<file path="src/rtl/breakout_pkg.sv">
// Shared definitions for the Breakout block column: coordinate type, side indices,
// screen extents, contact FSM states and a small range helper.
package breakout_pkg;

    localparam int COORD_W  = 11;
    localparam int SCREEN_W = 800;
    localparam int SCREEN_H = 600;

    // Bit positions inside a {U,D,L,R} contact/bounce vector.
    localparam int SIDE_R = 0;
    localparam int SIDE_L = 1;
    localparam int SIDE_D = 2;
    localparam int SIDE_U = 3;

    typedef logic [COORD_W-1:0] coord_t;

    typedef enum logic [1:0] {
        ST_IDLE,
        ST_HIT,
        ST_WAIT_CLEAR
    } col_state_t;

    function automatic logic in_range(input coord_t v, input coord_t lo, input coord_t hi);
        return (v >= lo) && (v <= hi);
    endfunction

endpackage

</file>
<file path="src/rtl/breakout_block_cell.sv">
// One block of the column: hit counter, alive flag, registered contact flags and pixel test.
// Optional blink-on-damage behaviour is enabled by BLK_DAMAGE_FLASH_EN.
module breakout_block_cell
    import breakout_pkg::*;
#(
    parameter int ROW_IDX        = 0,
    parameter int COL_X_L        = 57,
    parameter int COL_X_R        = 72,
    parameter int ROW_Y0         = 4,
    parameter int ROW_PITCH      = 74,
    parameter int ROW_H          = 72,
    parameter int EDGE_DEPTH     = 3,
    parameter int HITS_PER_BLOCK = 1
) (
    input  logic       clk,
    input  logic       reset,
    input  coord_t     i_pix_x,
    input  coord_t     i_pix_y,
    input  coord_t     i_ball_x_l,
    input  coord_t     i_ball_x_r,
    input  coord_t     i_ball_y_t,
    input  coord_t     i_ball_y_b,
    input  logic       i_hit,
    output logic       o_on,
    output logic [3:0] o_flags,
    output logic       o_dies
`ifdef BLK_DAMAGE_FLASH_EN
    ,
    output logic       o_dmg
`endif
);

    localparam coord_t X_L = coord_t'(COL_X_L);
    localparam coord_t X_R = coord_t'(COL_X_R);
    localparam coord_t TOP = coord_t'(ROW_Y0 + ROW_IDX * ROW_PITCH);
    localparam coord_t BOT = coord_t'(ROW_Y0 + ROW_IDX * ROW_PITCH + ROW_H);
    localparam coord_t DEP = coord_t'(EDGE_DEPTH);
    localparam coord_t SCR_W = coord_t'(SCREEN_W);
    localparam coord_t SCR_H = coord_t'(SCREEN_H);
    localparam logic [2:0] HITS_INIT = 3'(HITS_PER_BLOCK);

    logic [2:0] r_hits;
    logic [3:0] r_flags;
    logic [3:0] w_contact;
    logic       w_alive;
    logic       w_v_ovl;
    logic       w_h_ovl;
    logic       w_pix_in;

    assign w_alive  = (r_hits != 3'd0);
    assign w_v_ovl  = (i_ball_y_b >= TOP) && (i_ball_y_t <= BOT);
    assign w_h_ovl  = (i_ball_x_r >= X_L) && (i_ball_x_l <= X_R);
    assign w_pix_in = in_range(i_pix_x, X_L, X_R) && in_range(i_pix_y, TOP, BOT)
                      && (i_pix_x < SCR_W) && (i_pix_y < SCR_H);

    always_comb begin
        // NOTE: default first so every path assigns w_contact and no latch is inferred.
        w_contact = '0;
        if (w_alive) begin
            w_contact[SIDE_R] = in_range(i_ball_x_l, X_R - DEP, X_R) && w_v_ovl;
            w_contact[SIDE_L] = in_range(i_ball_x_r, X_L, X_L + DEP) && w_v_ovl;
            w_contact[SIDE_D] = in_range(i_ball_y_t, BOT - DEP, BOT) && w_h_ovl;
            w_contact[SIDE_U] = in_range(i_ball_y_b, TOP, TOP + DEP) && w_h_ovl;
        end
    end

    // NOTE: synchronous reset is simply the highest-priority branch of the clocked block.
    always_ff @(posedge clk) begin
        if (reset) begin
            r_hits  <= HITS_INIT;
            r_flags <= '0;
        end else begin
            r_flags <= w_contact;
            if (i_hit && w_alive) begin
                r_hits <= r_hits - 3'd1;
            end
        end
    end

    assign o_flags = r_flags;
    assign o_dies  = i_hit && (r_hits == 3'd1);

`ifdef BLK_DAMAGE_FLASH_EN
    logic [19:0] r_flash;

    always_ff @(posedge clk) begin
        if (reset) begin
            r_flash <= '0;
        end else if (i_hit && (r_hits > 3'd1)) begin
            r_flash <= '1;
        end else if (r_flash != '0) begin
            r_flash <= r_flash - 20'd1;
        end
    end

    // A damaged block blinks at bit-17 rate until its flash counter drains.
    assign o_on  = w_pix_in && w_alive && ((r_flash == '0) || r_flash[17]);
    assign o_dmg = (r_hits < HITS_INIT);
`else
    assign o_on = w_pix_in && w_alive;
`endif

endmodule

</file>
<file path="src/rtl/breakout_block_column.sv">
// Column of ROWS breakable blocks: lowest-row arbitration, one-hit-per-contact FSM,
// saturating score and live-block count. Optional macro: BLK_DAMAGE_FLASH_EN (adds dmg_mask).
module breakout_block_column
    import breakout_pkg::*;
#(
    parameter int ROWS           = 8,
    parameter int COL_X_L        = 57,
    parameter int COL_X_R        = 72,
    parameter int ROW_Y0         = 4,
    parameter int ROW_PITCH      = 74,
    parameter int ROW_H          = 72,
    parameter int EDGE_DEPTH     = 3,
    parameter int HITS_PER_BLOCK = 1,
    parameter int POINTS         = 5,
    parameter int SCORE_W        = 8,
    parameter int CLEAR_TIMEOUT  = 255,
    localparam int BL_W          = $clog2(ROWS + 1)
) (
    input  logic               clk,
    input  logic               reset,
    input  coord_t             pix_x,
    input  coord_t             pix_y,
    input  coord_t             ball_x_l,
    input  coord_t             ball_x_r,
    input  coord_t             ball_y_t,
    input  coord_t             ball_y_b,
    output logic               col_on,
    output logic               move_u,
    output logic               move_d,
    output logic               move_l,
    output logic               move_r,
    output logic [SCORE_W-1:0] score,
    output logic [BL_W-1:0]    blocks_left,
    output logic               col_clear
`ifdef BLK_DAMAGE_FLASH_EN
    ,
    output logic [ROWS-1:0]    dmg_mask
`endif
);

    localparam int TO_W = $clog2(CLEAR_TIMEOUT + 1);
    localparam logic [TO_W-1:0] TO_LAST = TO_W'(CLEAR_TIMEOUT - 1);
    localparam logic [31:0] SCORE_MAX = 32'((64'd1 << SCORE_W) - 64'd1);

    col_state_t         r_state;
    col_state_t         w_state_next;
    logic [TO_W-1:0]    r_wait_cnt;
    logic [3:0]         r_move;
    logic [SCORE_W-1:0] r_score;
    logic [BL_W-1:0]    r_blocks_left;
    logic               r_col_clear;

    logic [3:0]         w_flags [ROWS];
    logic [ROWS-1:0]    w_on;
    logic [ROWS-1:0]    w_dies;
    logic [ROWS-1:0]    w_win_onehot;
    logic [3:0]         w_win_flags;
    logic               w_any_contact;
    logic               w_take;
    logic               w_dies_any;
    logic [31:0]        w_score_sum;

    genvar g;
    for (g = 0; g < ROWS; g++) begin : g_row
        breakout_block_cell #(
            .ROW_IDX        (g),
            .COL_X_L        (COL_X_L),
            .COL_X_R        (COL_X_R),
            .ROW_Y0         (ROW_Y0),
            .ROW_PITCH      (ROW_PITCH),
            .ROW_H          (ROW_H),
            .EDGE_DEPTH     (EDGE_DEPTH),
            .HITS_PER_BLOCK (HITS_PER_BLOCK)
        ) u_cell (
            .clk        (clk),
            .reset      (reset),
            .i_pix_x    (pix_x),
            .i_pix_y    (pix_y),
            .i_ball_x_l (ball_x_l),
            .i_ball_x_r (ball_x_r),
            .i_ball_y_t (ball_y_t),
            .i_ball_y_b (ball_y_b),
            .i_hit      (w_take && w_win_onehot[g]),
            .o_on       (w_on[g]),
            .o_flags    (w_flags[g]),
            .o_dies     (w_dies[g])
`ifdef BLK_DAMAGE_FLASH_EN
            ,
            .o_dmg      (dmg_mask[g])
`endif
        );
    end

    // Lowest-index row with any contact flag wins; its flags alone drive the bounce.
    always_comb begin
        w_win_onehot  = '0;
        w_win_flags   = '0;
        w_any_contact = 1'b0;
        for (int i = 0; i < ROWS; i++) begin
            if (!w_any_contact && (w_flags[i] != 4'd0)) begin
                w_win_onehot[i] = 1'b1;
                w_win_flags     = w_flags[i];
                w_any_contact   = 1'b1;
            end
        end
    end

    assign w_take      = (r_state == ST_IDLE) && w_any_contact;
    assign w_dies_any  = |w_dies;
    assign w_score_sum = 32'(r_score) + 32'(POINTS);

    always_comb begin
        w_state_next = r_state;
        case (r_state)
            ST_IDLE:       if (w_any_contact) w_state_next = ST_HIT;
            ST_HIT:        w_state_next = ST_WAIT_CLEAR;
            ST_WAIT_CLEAR: if (!w_any_contact || (r_wait_cnt == TO_LAST)) w_state_next = ST_IDLE;
            default:       w_state_next = ST_IDLE;
        endcase
    end

    always_ff @(posedge clk) begin
        if (reset) begin
            r_state       <= ST_IDLE;
            r_wait_cnt    <= '0;
            r_move        <= '0;
            r_score       <= '0;
            r_blocks_left <= BL_W'(ROWS);
            r_col_clear   <= 1'b0;
        end else begin
            r_state     <= w_state_next;
            r_wait_cnt  <= (r_state == ST_WAIT_CLEAR) ? r_wait_cnt + 1'b1 : '0;
            r_move      <= w_take ? w_win_flags : 4'd0;
            r_col_clear <= (r_blocks_left == '0);
            if (w_dies_any) begin
                r_blocks_left <= r_blocks_left - 1'b1;
                r_score       <= (w_score_sum > SCORE_MAX) ? SCORE_W'(SCORE_MAX)
                                                           : SCORE_W'(w_score_sum);
            end
        end
    end

    assign col_on      = |w_on;
    assign move_u      = r_move[SIDE_U];
    assign move_d      = r_move[SIDE_D];
    assign move_l      = r_move[SIDE_L];
    assign move_r      = r_move[SIDE_R];
    assign score       = r_score;
    assign blocks_left = r_blocks_left;
    assign col_clear   = r_col_clear;

endmodule

</file>
<file path="config.mk">
export PLATFORM = sky130hd
export DESIGN_NAME = breakout_block_column
export DESIGN_NICKNAME = d
export VERILOG_FILES = /design/src/rtl/breakout_pkg.sv /design/src/rtl/breakout_block_cell.sv /design/src/rtl/breakout_block_column.sv
export SDC_FILE = /design/constraint.sdc
export NUM_CORES = 1
export LEC_CHECK = 0
export BUFFER_PORTS_ARGS = -buffer_cell sky130_fd_sc_hd__buf_2
export CORE_UTILIZATION = 54
export CTS_CLUSTER_SIZE = 25
export DETAILED_ROUTE_END_ITERATION = 6
export PLACE_DENSITY = 0.8
export SYNTH_ARGS = -nofsm -noshare
export SYNTH_HDL_FRONTEND = slang
export SYNTH_HIERARCHICAL = 1
export SYNTH_SLANG_ARGS = --single-unit
</file>
<file path="constraint.sdc">
create_clock -name clk -period 4.08 [get_ports clk]
set_clock_uncertainty 0.05 [all_clocks]
set_input_delay 0.816 -clock clk [delete_from_list [all_inputs] [get_ports clk]]
set_output_delay 0.816 -clock clk [all_outputs]
set_load 0.05 [all_outputs]
</file>
==> summary by stage, run 1 <==
Status
The run finished, with violations left. The checks that failed: design-rule violations.

Route
Summed over all layers, the routed wires come to 17.80 mm. In this run the remaining antenna-violating nets after routing total 0. The number of design-rule violations left by the first detailed-router iteration is 694. Across all layers, the routed design uses 6824 vias. The length of the first detailed-routing pass in iterations is 7. Dividing the detail-routed via count by the number of cells gives 6.518.

The remaining design rule violation count is 14. In the final routed layout, each cell accounts on average for 17.00 microns.

Die
The die footprint is 0.01239 sq mm. The width of the die is 111.3 microns. The cell row count is 39. In this run the count of I/O pins placed on the die edge is 86. Once the floorplan was initialized, standard cells occupied 56.02% of the core. In this run the standard cell core region covers 0.01152 sq mm. The die is approximately 110 microns tall.

Pwr
The power per cell area is 273.4 mW/mm^2. Total power for the finished layout comes to 2.018 mW. The worst ir drop on vdd is 0.1789 mV. The fraction of power consumed by sequential logic is 40.2%. The clock network power share is 45.7%.

For this design the static power due to leakage is 2.729 nW. The total net switching power is 0.5144 mW. In this run, the combinational gates consume 14.1% of the power.

Cell internal power was estimated by the tool at 1.504 mW. The net switching share of the total power is between 20% and 30%.

Synthesis
The commonest cells after synthesis are nor2_1 (104), dfxtp_1 (83), nor4_1 (44). The share of the synthesized area in the top cell type is between 20% and 30%. In the post-synthesis netlist, the cell with the most instances is nor2_1. The post-synthesis cell type with the largest combined area is dfxtp_1. The proportion of register bits with asynchronous set or reset after synthesis is 0%. Yosys mapped the design onto between 80 and 90 distinct sky130hd cell types. Counting flops and latches in the post-synthesis netlist gives 83.

In this run, synthesis inferred 0 flip-flops with an integrated enable. The sequential area share after synthesis is 25.76%. A synthesized cell averages 7.994 sq um. Among all flip-flop cells after synthesis, the most frequent one is dfxtp_1. Yosys attributes the largest share of cell area to dfxtp_1 (26%), nor2_1 (6.1%), ha_1 (5.6%). The combined area of all synthesized cells is roughly 0.0065 sq mm. Synthesis produced a netlist whose cell count is ~810. During synthesis, Yosys emitted a total of 6 warnings. The post-synthesis net count is 904.

Finish
The area growth from synthesis to layout is 14.43%. The count of non-filler cells in the finished layout is 1047. The count of inserted antenna diode cells is 0. The area used by multi-input combinational logic is 0.004627 sq mm. The final core utilization is roughly 64%. Of the cells placed in the final design, the portion with a size suffix greater than 1 is 17.04%. The final net count is 996.

Summing all non-filler instances in the final layout gives an area of roughly 0.0074 sq mm. Across the whole layout, storage elements account for ~0.0017 sq mm. Counting the fill cells in the layout gives 1023.

Clocking
Buffers added to address setup during post-CTS repair amount to 0. The tree built by TritonCTS fans out to 83 sinks. TritonCTS built the clock tree. The CTS buffer count is 9. The clock insertion delay at the later pin of the skew report is 340 ps. The maximum level of the CTS H-tree is 3. The clock passes through at most 2 buffers. Clock-pin slew was measured on the worst setup and hold paths at 60 ps.

The number of hold-repair buffers added at the cts stage is 0. The number of gates resized after CTS is 0. The root cell of the clock tree is clkbuf_16.

Timing
The max-slew violation count is 0. The maximum achievable frequency is roughly 310 MHz. Setup repair after global routing left no endpoint under its margin.

The worst hold slack is 414.0 ps. The slew at the pin closest to its max-slew limit is 706.8 ps. For the final routed database, the setup TNS stands at 0 ps.

After layout, the minimum clock period comes to 3216 ps. The worst path setup slack after routing is 864.3 ps. In this run the tightest slew margin relative to its limit is 52.45%. Setup violations remaining at the end of the flow were counted as 0. The final worst-path cycle share is 78.82%. The number of hold violations in the final report is 0.

Placement
In this run the cell area measured after placement is 0.007042 sq mm. Input and output buffers added on the ports amount to between 80 and 90. Before CTS, the worst setup slack after placement is 868.4 ps. The number of placed instances, taps included, is between 1000 and 1500. The HPWL after detailed placement is 12.91 mm.

The routability congestion estimate from global placement is ~0.90.

GRT
The largest net degree at the start of global routing is 37. Summed over all layers, the global routing overflow is 0. The first global-routing pass estimated 29.78 mm of wire. The combined global-route utilization of all metal layers is 29.29%. The number of global-route vias before repair is 5998. The initial antenna violation count is 0.

Setup path
STA puts the critical path data arrival time at 2350 ps. On the critical path the largest part of the delay comes from simple AND/OR/NAND/NOR gates. The largest individual stage delay along the critical path comes from the cell or3b_2. The type of element launching the critical path is an input pin.

Walking the worst path, the cells encountered are buf_2 > or3b_2 > a21oi_1 > nor2_1 > nor4_1 > nor4_1 > nand2_1 > buf_2. The required time of the worst setup path is around 3200 ps. Along the worst path, the maximum fanout reaches 11. The worst setup path is of the input pin to output port kind.

The largest stage delay on the critical path is 460 ps. The type of element capturing the critical path is an output port. Together, buffers and inverters on the worst path number 2.

Worst hold path
The path class of the tightest hold or removal check is flip-flop to flip-flop.

Run
The number of max-capacitance violations reported is 0.
==> logic make-up (layout without fill, tap and decap cells) <==
group	Yosys count	count (layout)	share of synthesized area, %
AND/OR/NAND/NOR	428	428	39.93
AO/OA/AOI/OAI	204	204	22.91
flip-flops	83	83	25.76
buffers and inverters	40	137	2.521
adder cells (fa/ha/maj)	29	29	5.625
XOR/XNOR	16	16	2.172
multiplexers	7	7	1.086
==> flip-flops by register name (all words and copies together) (netlist names) <==
name / flops
blocks_left: 4
col_clear: 1
g_row.u_cell/o_flags: 32
g_row.u_cell/r_hits: 24
r_move: 4
r_state: 2
r_wait_cnt: 8
score: 8
==> final timing paths <==
| path | from | slack, ps | depth (start not counted) | endpoint |
|---|---|---|---|---|
| setup / recovery | pix_y[8] | 860 | 8 | col_on |
| hold / removal | r_wait_cnt[0] | 410 | 1 | r_wait_cnt[0] |
| setup reg to reg | g_row[3].u_cell/o_flags[0] | 920 | 10 | score[2] |
| hold reg to reg | r_wait_cnt[0] | 410 | 1 | r_wait_cnt[0] |
==> cell type report <==
class / count / share of cell area [%]
multi-input cells: 684 / 62.68
flip-flops and latches: 83 / 22.51
repair buffers: 88 / 6.102
clock buffers: 10 / 3.102
well taps: 143 / 2.424
inverters: 33 / 1.678
clock inverters: 6 / 1.508
==> worst register-to-register path: stages (launching register included) <==
cell      delay (ps)
dfxtp_1          330
nor4_2           550
and4_1           480
a211o_2          250
nor3_1            70
and3_1           230
nor4_2           330
o2bb2a_2         340
a21oi_1          160
nor2_1            50
a311oi_1         240
==> per-layer routing <==
metal	wire length [microns]	track usage, %	vias up
li1	-	-	3361
met1	7805	39.55	3125
met2	8121	46.79	303
met3	1316	4.483	35
met4	558	11.80	0
met5	0	0	-
==> power groups by stage <==
stage	Combinational, mW	Sequential [mW]	Clock [mW]
3_3_place_gp	0.274	0.830	0
2_1_floorplan	0.117	0.832	0
5_1_grt	0.313	0.812	0.971
6_report	0.285	0.812	0.921
3_5_place_dp	0.277	0.830	0
4_1_cts	0.279	0.812	0.936
==> cell usage in the layout (no fill, tap or decap), types with 8 or more instances in the layout <==
cell type	count
a21oi_1	43
dfxtp_1	83
nor4_1	44
clkbuf_16	9
xnor2_1	10
or3_1	11
o31ai_1	12
nor2_1	104
nand3_1	31
buf_2	84
nor3_1	42
o21ai_0	31
nand4_1	16
nor4b_1	12
and3_1	14
a211oi_1	22
inv_1	33
ha_1	29
nand2b_1	12
nand2_1	42
nor4_2	13
nor2b_1	14
a31oi_1	8
nand4b_1	9
a311oi_1	11
Note: power is estimated with default switching activity, not from simulation.
==> run 2, diff against run 1 <==
==> constraint.sdc (replaced) <==
create_clock -name clk -period 3.2 [get_ports clk]
set_clock_uncertainty 0.05 [all_clocks]
set_input_delay 0.64 -clock clk [delete_from_list [all_inputs] [get_ports clk]]
set_output_delay 0.64 -clock clk [all_outputs]
set_load 0.05 [all_outputs]
==> run 2 against run 1 <==
Against the previous run: the run still ends with design-rule violations left; highest routed layer unchanged; critical endpoint unchanged; die area stayed put; final cell count is 1.1% higher; register-to-register slack worse by 600 ps; design area increased by 0.58%; hold slack hardly changed; sequential power grew 28%; sequential cell count stayed put.
==> summary by stage, run 2 (synthesis results as in run 1) <==
Route
The via density per instance is 6.476 (-0.64%). The number of antenna-violating nets in the routed design is 0 (unchanged). The remaining design rule violation count came to 14 (unchanged). The average wire per standard cell is 17.18 microns (+1.1%). The overall via count from detail_route came to 6858 (+0.50%).

The total length of routed wires came to 18.20 mm (+2.2%). The number of design-rule violations left by the first detailed-router iteration was 835 (+20%). The length of the first detailed-routing pass in iterations came to 7 (unchanged).

Status
The run finished, with violations left. The final reports fail on design-rule violations.

Finish
The sequential standard cell area was 0.001662 sq mm (unchanged). The count of inserted antenna diode cells is 0 (unchanged). Leaving out fill and tap cells, the most frequent cells in the layout are nor2_1 (104), buf_2 (84), dfxtp_1 (83).

The flip-flop count of the largest register after layout was 32 (unchanged). The most common cell after layout, fill and taps aside is nor2_1. The final net count is 1008 (+1.2%).

Compared with the post-synthesis result, the final layout area differs by 15.09%. The proportion of layout cells with a drive suffix above 1 is 18.12% (+1.1 points). The count of non-filler cells in the finished layout is 1059 (+1.1%). The number of filler instances in the final layout is 1030 (+0.68%). The area used by multi-input combinational logic is 0.004633 sq mm (+0.14%).

Die
The area of the placeable core is 0.01152 sq mm (unchanged). The initial core utilization is 56.02% (unchanged). The cell row count came to 39 (unchanged). The width of the die was 111.3 microns (unchanged). The overall die height came to 111.3 microns (unchanged). The number of top-level design ports is 86 (unchanged). The die footprint is 0.01239 sq mm (unchanged).

Clocking
TritonCTS built the clock tree. The number of gates resized after CTS is 0 (unchanged). The clock input transition at the sequential cells of the worst setup and hold paths is 60 ps (about the same). The number of hold-repair buffers added at the cts stage is 0 (unchanged). The clock sink total is 83 (unchanged). The maximum level of the CTS H-tree was 3 (unchanged). The maximum clock path buffer count came to 2 (unchanged). The root cell of the clock tree is clkbuf_16. The setup fix buffers added after clock tree synthesis was 0 (unchanged). The CTS buffer count is 9 (unchanged). The clock insertion delay at the later pin of the skew report is 340 ps (about the same).

GRT
The number of global-route vias before repair is 6098 (+1.7%). The total congestion overflow is 0 (unchanged). The first-pass GRT wire length is 29.84 mm (+0.18%). The largest net degree at the start of global routing is 24 (-35%). The combined global-route utilization of all metal layers came to 29.56% (+0.27 points). The initial antenna violation count is 0 (unchanged).

Timing
The maximum achievable frequency is roughly 330 MHz. The slew at the pin closest to its max-slew limit came to 712.3 ps (+5.527 ps). The clock period could shrink to 3024 ps. The final-report setup violation count came to 0 (unchanged). Setup repair after global routing left no endpoint under its margin. Of the available clock period, the critical path in the final layout requires a little over nine tenths. The number of hold violations in the final report is 0 (unchanged). The worst path setup slack after routing is 175.7 ps (-688.6 ps). The worst hold slack is 413.6 ps (-0.3980 ps).

The summed negative setup slack over all endpoints is 0 ps (unchanged). The max-slew violation count is 0 (unchanged). The worst slew slack as a fraction of its limit is 51.76% (-0.68 points).

Placement
The number of port buffers is 84 (unchanged). The pre-CTS worst setup slack was 249.0 ps (-619.4 ps). The placed wire-length estimate after detailed placement came to 13.20 mm (+2.3%). The total instance count after detailed placement is 1043 (+1.2%). The routability congestion estimate from global placement is 0.9082 (+0.81%).

Setup path
The critical path arrival came to 2330 ps (-20 ps). The sum of buffers and inverters on the critical path is 2 (unchanged). The signal on the critical path passes through inv_1 > ha_1 > nor2b_1 > nor2_1 > nand4_1 > a2111oi_0 > nor4_1 > nand2_1 > buf_2.

The worst-path maximum fanout was 4 (-7). The largest stage delay on the critical path was 380 ps (-80 ps). By startpoint and endpoint, the worst setup path is classified as flip-flop to output port. The required time of the worst setup path is 2510 ps (-700 ps). Broken down by cell family, the worst path's largest delay share belongs to simple AND/OR/NAND/NOR gates. The worst setup path is launched from a flip-flop. The type of element capturing the critical path is an output port.

The slowest stage of the critical path belongs to the cell dfxtp_1.

Worst hold path
The min-delay analysis places its worst path in the category flip-flop to flip-flop.

Pwr
The worst ir drop on vdd is 0.2361 mV (+32%). The power per cell area came to 323.2 mW/mm^2 (+18%). The standby leakage power came to 2.766 nW (+1.3%).

Run
The number of max-capacitance violations reported came to 0 (unchanged).
-- run 2: cell count changes in the layout (fill, tap and decap cells not counted), sizes merged --
cell / previous run / this run
buf: 88 / 100
bufinv: 3 / 1
clkbuf: 10 / 11
clkinv: 1 / 4
clkinvlp: 1 / 0
inv: 34 / 33
-- run 2: final timing paths --
path / from / endpoint / slack, ps / depth (start not counted)
min: r_wait_cnt[0] / r_wait_cnt[0] / 410 / 1
max reg2reg: g_row[0].u_cell/o_flags[0] / blocks_left[3] / 320 / 11
min reg2reg: r_wait_cnt[0] / r_wait_cnt[0] / 410 / 1
max: g_row[1].u_cell/r_hits[0] / col_on / 180 / 9
-- run 2: per-stage QoR --
step | utilization [%] | total power, mW | cell area (sq um)
floorplan | - | 1.210 | 6451
CTS | 64.42 | 2.418 | 7418
global route | 64.47 | 2.511 | 7425
global placement | 61.93 | 1.411 | 7132
finish | 64.47 | 2.400 | 7425
detailed placement | 61.93 | 1.417 | 7132
-- run 2: power breakdown --
part,switching (mW),internal [mW],leakage [nW]
Clock,0.394,0.602,0.143
Combinational,0.247,0.121,1.95
Sequential,0.00137,1.03,0.669
-- run 2: metal layers --
| metal | vias to the layer above | global-route usage, % | wire [microns] |
|---|---|---|---|
| met5 | - | 0 | 0 |
| met4 | 0 | 11.98 | 486 |
| met3 | 31 | 4.702 | 1267 |
| met2 | 292 | 47.46 | 8439 |
| met1 | 3149 | 39.59 | 8002 |
| li1 | 3386 | - | - |
-- run 2: area by class of cell --
type / instances / area share (%)
clock buffers: 11 / 3.134
clock inverters: 5 / 0.7246
inverters: 33 / 1.668
multi-input cells: 684 / 62.40
flip-flops and latches: 83 / 22.38
well taps: 143 / 2.410
repair buffers: 100 / 7.280
